**config.mk**
```make
export PLATFORM = sky130hd
export DESIGN_NAME = bowling_score_tracker
export DESIGN_NICKNAME = d
export VERILOG_FILES = /design/src/rtl/score_pkg.sv /design/src/rtl/seg7_digit.sv /design/src/rtl/bowling_score_tracker.sv
export SDC_FILE = /design/constraint.sdc
export NUM_CORES = 1
export LEC_CHECK = 0
export ABC_CLOCK_PERIOD_IN_PS = 6720
export BUFFER_PORTS_ARGS = -buffer_cell sky130_fd_sc_hd__buf_2
export CORE_MARGIN = 1
export CORE_UTILIZATION = 50
export DETAILED_ROUTE_END_ITERATION = 6
export PLACE_DENSITY = 0.74
export SYNTH_ARGS = -nofsm -noshare
export SYNTH_HDL_FRONTEND = slang
export SYNTH_SLANG_ARGS = --single-unit
```
**constraint.sdc**
```tcl
create_clock -name CLOCK_50 -period 6.72 [get_ports CLOCK_50]
set_input_delay 1.344 -clock CLOCK_50 [delete_from_list [all_inputs] [get_ports CLOCK_50]]
set_output_delay 1.344 -clock CLOCK_50 [all_outputs]
set_load 0.1 [all_outputs]
```
**src/rtl/score_pkg.sv**
```systemverilog
// ---------------------------------------------------------------------------
// score_pkg
// Shared definitions for the bowling score tracker:
//   - state_t   : game state (PLAY while frames remain, OVER afterwards)
//   - SEG_0..9  : active-low seven-segment patterns, bit order {g,f,e,d,c,b,a}
//   - SEG_BLANK : all segments off
// ---------------------------------------------------------------------------
package score_pkg;

    typedef enum logic {
        PLAY = 1'b0,
        OVER = 1'b1
    } state_t;

    localparam logic [6:0] SEG_0     = 7'b1000000;
    localparam logic [6:0] SEG_1     = 7'b1111001;
    localparam logic [6:0] SEG_2     = 7'b0100100;
    localparam logic [6:0] SEG_3     = 7'b0110000;
    localparam logic [6:0] SEG_4     = 7'b0011001;
    localparam logic [6:0] SEG_5     = 7'b0010010;
    localparam logic [6:0] SEG_6     = 7'b0000010;
    localparam logic [6:0] SEG_7     = 7'b1111000;
    localparam logic [6:0] SEG_8     = 7'b0000000;
    localparam logic [6:0] SEG_9     = 7'b0010000;
    localparam logic [6:0] SEG_BLANK = 7'b1111111;

endpackage

```
**src/rtl/seg7_digit.sv**
```systemverilog
// ---------------------------------------------------------------------------
// seg7_digit
// Combinational decimal digit to active-low seven-segment decoder.
// Values above 9 produce a blank digit.
// Ports:
//   value  in  4  digit value
//   seg    out 7  active-low segments {g,f,e,d,c,b,a}
// ---------------------------------------------------------------------------
module seg7_digit
    import score_pkg::*;
(
    input  logic [3:0] value,
    output logic [6:0] seg
);

    always_comb begin
        seg = SEG_BLANK;
        case (value)
            4'd0: seg = SEG_0;
            4'd1: seg = SEG_1;
            4'd2: seg = SEG_2;
            4'd3: seg = SEG_3;
            4'd4: seg = SEG_4;
            4'd5: seg = SEG_5;
            4'd6: seg = SEG_6;
            4'd7: seg = SEG_7;
            4'd8: seg = SEG_8;
            4'd9: seg = SEG_9;
            default: seg = SEG_BLANK;
        endcase
    end

endmodule

```
**src/rtl/bowling_score_tracker.sv**
```systemverilog
// ---------------------------------------------------------------------------
// bowling_score_tracker
// Frame/roll score keeper: counts pin-hit edges per roll, enforces the
// per-frame pin limit, sequences rolls and frames, accumulates the game
// total and drives DIGITS active-low seven-segment digits.
//
// Optional build macro:
//   HIT_SYNC_EN - pass hit through a two-flop synchroniser before the edge
//                 detector (adds two edges of hit-to-score latency).
//
// Ports:
//   CLOCK_50    in   1                 system clock (rising edge)
//   reset       in   1                 synchronous active-high reset
//   hit         in   1                 level pin-hit; each rising edge = 1 pin
//   roll_done   in   1                 single-cycle end-of-roll pulse
//   score       out  SCORE_W           running game total
//   frame       out  $clog2(FRAMES+1)  current frame (FRAMES when over)
//   roll        out  $clog2(ROLLS)     current roll within frame
//   frame_pins  out  $clog2(PINS+1)    pins down so far this frame
//   game_over   out  1                 high once all frames are played
//   HEX         out  7*DIGITS          active-low digits, HEX[6:0] = ones
// ---------------------------------------------------------------------------
module bowling_score_tracker
    import score_pkg::*;
#(
    parameter int PINS    = 10,
    parameter int FRAMES  = 3,
    parameter int ROLLS   = 2,
    parameter int SCORE_W = $clog2(PINS*FRAMES+1),
    parameter int DIGITS  = 2
) (
    input  logic                          CLOCK_50,
    input  logic                          reset,
    input  logic                          hit,
    input  logic                          roll_done,
    output logic [SCORE_W-1:0]            score,
    output logic [$clog2(FRAMES+1)-1:0]   frame,
    output logic [$clog2(ROLLS)-1:0]      roll,
    output logic [$clog2(PINS+1)-1:0]     frame_pins,
    output logic                          game_over,
    output logic [7*DIGITS-1:0]           HEX
);

    localparam int FW = $clog2(FRAMES+1);
    localparam int RW = $clog2(ROLLS);
    localparam int PW = $clog2(PINS+1);

    localparam logic [PW-1:0] PINS_V       = PW'(PINS);
    localparam logic [RW-1:0] LAST_ROLL    = RW'(ROLLS-1);
    localparam logic [FW-1:0] LAST_FRAME   = FW'(FRAMES-1);
    localparam logic [FW-1:0] FRAMES_V     = FW'(FRAMES);

    // -------------------------------------------------------------------
    // Hit source: optionally synchronised
    // -------------------------------------------------------------------
    logic hit_src;

`ifdef HIT_SYNC_EN
    logic hit_s1_d, hit_s1_q;
    logic hit_s2_d, hit_s2_q;

    assign hit_s1_d = hit;
    assign hit_s2_d = hit_s1_q;
    assign hit_src  = hit_s2_q;

    always_ff @(posedge CLOCK_50) begin
        if (reset) begin
            hit_s1_q <= 1'b0;
            hit_s2_q <= 1'b0;
        end else begin
            hit_s1_q <= hit_s1_d;
            hit_s2_q <= hit_s2_d;
        end
    end
`else
    assign hit_src = hit;
`endif

    // -------------------------------------------------------------------
    // Game state
    // -------------------------------------------------------------------
    state_t              state_d,     state_q;
    logic                hit_d,       hit_q;
    logic [SCORE_W-1:0]  score_d,     score_q;
    logic [FW-1:0]       frame_d,     frame_q;
    logic [RW-1:0]       roll_d,      roll_q;
    logic [PW-1:0]       pins_d,      pins_q;
    logic                game_over_d, game_over_q;
    logic [7*DIGITS-1:0] hex_d,       hex_q;

    logic                hit_edge;
    logic [PW-1:0]       pins_hit;    // frame pins including a hit this cycle

    assign hit_edge = hit_src & ~hit_q;

    always_comb begin
        state_d     = state_q;
        hit_d       = hit_src;
        score_d     = score_q;
        frame_d     = frame_q;
        roll_d      = roll_q;
        pins_d      = pins_q;
        game_over_d = game_over_q;
        pins_hit    = pins_q;

        if (state_q == PLAY) begin
            // Hits beyond the frame limit are dropped rather than wrapped.
            if (hit_edge && (pins_q < PINS_V)) begin
                pins_hit = pins_q + PW'(1);
                score_d  = score_q + SCORE_W'(1);
            end
            pins_d = pins_hit;

            // A hit arriving with roll_done belongs to the closing roll, so
            // the frame-full test looks at pins_hit.
            if (roll_done) begin
                if ((pins_hit == PINS_V) || (roll_q == LAST_ROLL)) begin
                    roll_d = '0;
                    pins_d = '0;
                    if (frame_q == LAST_FRAME) begin
                        frame_d     = FRAMES_V;
                        state_d     = OVER;
                        game_over_d = 1'b1;
                    end else begin
                        frame_d = frame_q + FW'(1);
                    end
                end else begin
                    roll_d = roll_q + RW'(1);
                end
            end
        end
    end

    // -------------------------------------------------------------------
    // Display: binary score to decimal digits, registered decode
    // -------------------------------------------------------------------
    logic [7*DIGITS-1:0] seg_w;

    for (genvar g = 0; g < DIGITS; g++) begin : g_digit
        localparam int unsigned P = 10**g;
        logic [3:0] dval;

        assign dval = 4'((32'(score_q) / P) % 32'd10);

        seg7_digit u_seg (
            .value (dval),
            .seg   (seg_w[7*g +: 7])
        );
    end

    assign hex_d = seg_w;

    always_ff @(posedge CLOCK_50) begin
        if (reset) begin
            state_q     <= PLAY;
            hit_q       <= 1'b0;
            score_q     <= '0;
            frame_q     <= '0;
            roll_q      <= '0;
            pins_q      <= '0;
            game_over_q <= 1'b0;
            hex_q       <= {DIGITS{SEG_0}};
        end else begin
            state_q     <= state_d;
            hit_q       <= hit_d;
            score_q     <= score_d;
            frame_q     <= frame_d;
            roll_q      <= roll_d;
            pins_q      <= pins_d;
            game_over_q <= game_over_d;
            hex_q       <= hex_d;
        end
    end

    assign score      = score_q;
    assign frame      = frame_q;
    assign roll       = roll_q;
    assign frame_pins = pins_q;
    assign game_over  = game_over_q;
    assign HEX        = hex_q;

endmodule

```
==> results.cfg <==
[clocking]
numClockSinks = 27
cts_buffer_depth = 2
hold_buffers = 0
h-tree-depth = 1
cts_root_buf = clkbuf_4
cts_setup_buffers = 0
cts_buffers = 3
clkTransAtPathRegs_ns = 0.15
cts_tree = done
clock_latency_ns = 0.34
cts_resized = 0

[synthesis]
synth_area_sq_mm = 0.00161
ys_seq_area_frac = 0.336
yosysTopAreaCell = dfxtp_1
async_flop_share = 0
synth_edf_count = 0
synth_seq_cells = 27
yosys-top-cells-area = dfxtp_1, ha_1, mux2i_1, nor2_1, nand2_1
yosysTopAreaCellShare = 0.336
yosys_warnings = 0
synth_cell_types = 54
synth_common_cells = dfxtp_1, nor2_1, ha_1, nand2_1
synth_ff_type = dfxtp_1
synth_nets = 201
syn_inst = 183
yosysMostFrequentCell = dfxtp_1
avgSynthCellArea_sq_um = 8.79

[run]
max_cap_violations = 0

[timing]
relSlewSlack = 0.637
setup_tns_ns = 0
setup_violations = 0
holdWs_ns = 0.489
drv_slew = 0
clock_skew_ns = 0.00495
finalCriticalPeriod_ns = 3.16
rsz0062_at_grt = no
worstMarginPinSlew_ns = 0.542
finalHoldViolCount = 0
period_share = 0.471
max_freq_ghz = 0.316

[die]
coreArea_sq_mm = 0.00305
die_w_um = 58.7
num_rows = 20
initial_core_util = 0.527
die_area_sq_mm = 0.00345
fp.dieH_um = 58.7
ios = 31

[pwr]
leakage_nw = 0.777
cellPowerDensity_mw_per_mm2 = 188
ir_drop_mv = 0.0752

[global_routing]
antenna_found_initial = 0
track_usage = 0.208
grt_max_degree = 20
grt_pass1_wl_mm = 5.51
grt.overflow.total = 0
grt_pass1_vias = 1205

[route]
drt_iter0_drc = 58
vias = 1374
ant_nets = 0
via_per_inst = 5.47
drc = 0
drt_wl_total_mm = 3.42
drt_pass1_iterations = 4
wire_per_inst_um = 13.6

[cells_and_area]
multiInputGateArea_sq_um = 977
fin_nets = 226
fillers = 304
seqCellArea_sq_um = 541
drive_gt1_frac = 0.222
postLayoutCellArea_sq_mm = 0.00179
area.growth.synth_to_final_pct = 11.2
antennaDiodeCount = 0

[min_path]
min_path_type = flop to flop

[worst_setup_path]
cp_top_family = compound AO/OA/AOI/OAI gates
worstPathRequired_ns = 6.95
cpMostUsedCell = ha_1
crit_slowest_cell = dfxtp_1
cp.arrival_ns = 3.40
path_buf_inv = 1
worstSetupPathType = flop to flop
critPathLaunchType = flop
cp_slowest_stage_delay_ns = 0.63
crit_fanout = 13
crit_chain = inv_1, ha_1, a211o_1, and2_1, nor3_1, o21ai_2, xnor2_1, ha_1, mux2i_1, a32o_1, a22oi_1, nor2_1
cp-end-kind = flop

[placement]
placedInstanceArea_sq_mm = 0.00176
port_buffers = 29
dpl.hpwl_mm = 2.59
place_congestion = 0.849

[outcome]
status = completed
## stage by stage
step                      std cells  setup slack, ns  utilization  total power [mW]
final                           251             3.56        0.586             0.337
after global routing            251             3.40        0.586             0.353
after CTS                       251             3.63        0.586             0.339
after detailed placement        247             3.64        0.576             0.266
after global placement          247             3.77        0.576             0.264
after floorplan                 183             3.18            -             0.252
## cell type report
type,instances,area share
timing repair buffer,29,0.0811
inverter,11,0.0231
clock buffer,3,0.0126
tap,44,0.0308
multi-input combinational,136,0.546
sequential,27,0.302
clock inverter,1,0.00420
## routing by layer
metal	up-vias	wire (um)	GRT usage
li1	682	-	-
met1	645	1520	0.287
met2	42	1640	0.344
met3	5	221	0.0264
met4	0	37	0.0510
met5	-	0	0
## state kept, by name, indices dropped and copies added, names as in the netlist
register    cells
HEX            12
roll            1
game_over       1
frame           2
state_q         1
frame_pins      4
hit_q           1
score           5
## worst register-to-register path, stage by stage (launching register included)
cell     delay, ns
dfxtp_1       0.63
inv_1         0.22
ha_1          0.26
a211o_1       0.33
and2_1        0.22
nor3_1        0.19
o21ai_2       0.12
xnor2_1       0.22
ha_1          0.36
mux2i_1       0.09
a32o_1        0.23
a22oi_1       0.15
nor2_1        0.05
## power breakdown
| group | switching [mW] | internal [mW] |
|---|---|---|
| logic | 0.0693 | 0.0203 |
| clock network | 0.0514 | 0.0228 |
| registers | 0.00687 | 0.166 |
| total | 0.128 | 0.209 |
## cells by family (layout without fill, tap and decap cells)
family / after synthesis / count (layout) / synth area share
AO/OA/AOI/OAI: 45 / 45 / 0.212
XOR/XNOR: 7 / 7 / 0.0381
adder cells (fa/ha/maj): 14 / 14 / 0.109
buffers and inverters: 20 / 44 / 0.0568
flip-flops: 27 / 27 / 0.336
multiplexers: 10 / 10 / 0.0645
other: 1 / 1 / 0.00233
AND/OR/NAND/NOR: 59 / 59 / 0.182
## worst paths after layout
kind	cells after the start	from	slack (ns)	endpoint
worst max-delay path	12	score[1]$_SDFFE_PP0P_	3.56	HEX[1]$_SDFF_PP0_
worst min-delay path	1	game_over$_SDFFE_PP0P_	0.49	game_over$_SDFFE_PP0P_
worst max register to register	12	score[1]$_SDFFE_PP0P_	3.56	HEX[1]$_SDFF_PP0_
worst min register to register	1	game_over$_SDFFE_PP0P_	0.49	game_over$_SDFFE_PP0P_
## cell usage in the layout, fill, tap and decap left out, types with 4 or more instances in the layout
cell / instances
a21oi_1: 7
buf_2: 29
dfxtp_1: 27
ha_1: 14
inv_1: 9
mux2i_1: 9
nand2_1: 13
nand2b_1: 4
nor2_1: 21
o21ai_0: 6
o21ai_1: 5
xnor2_1: 4
Power figures use the tool's default switching activity.
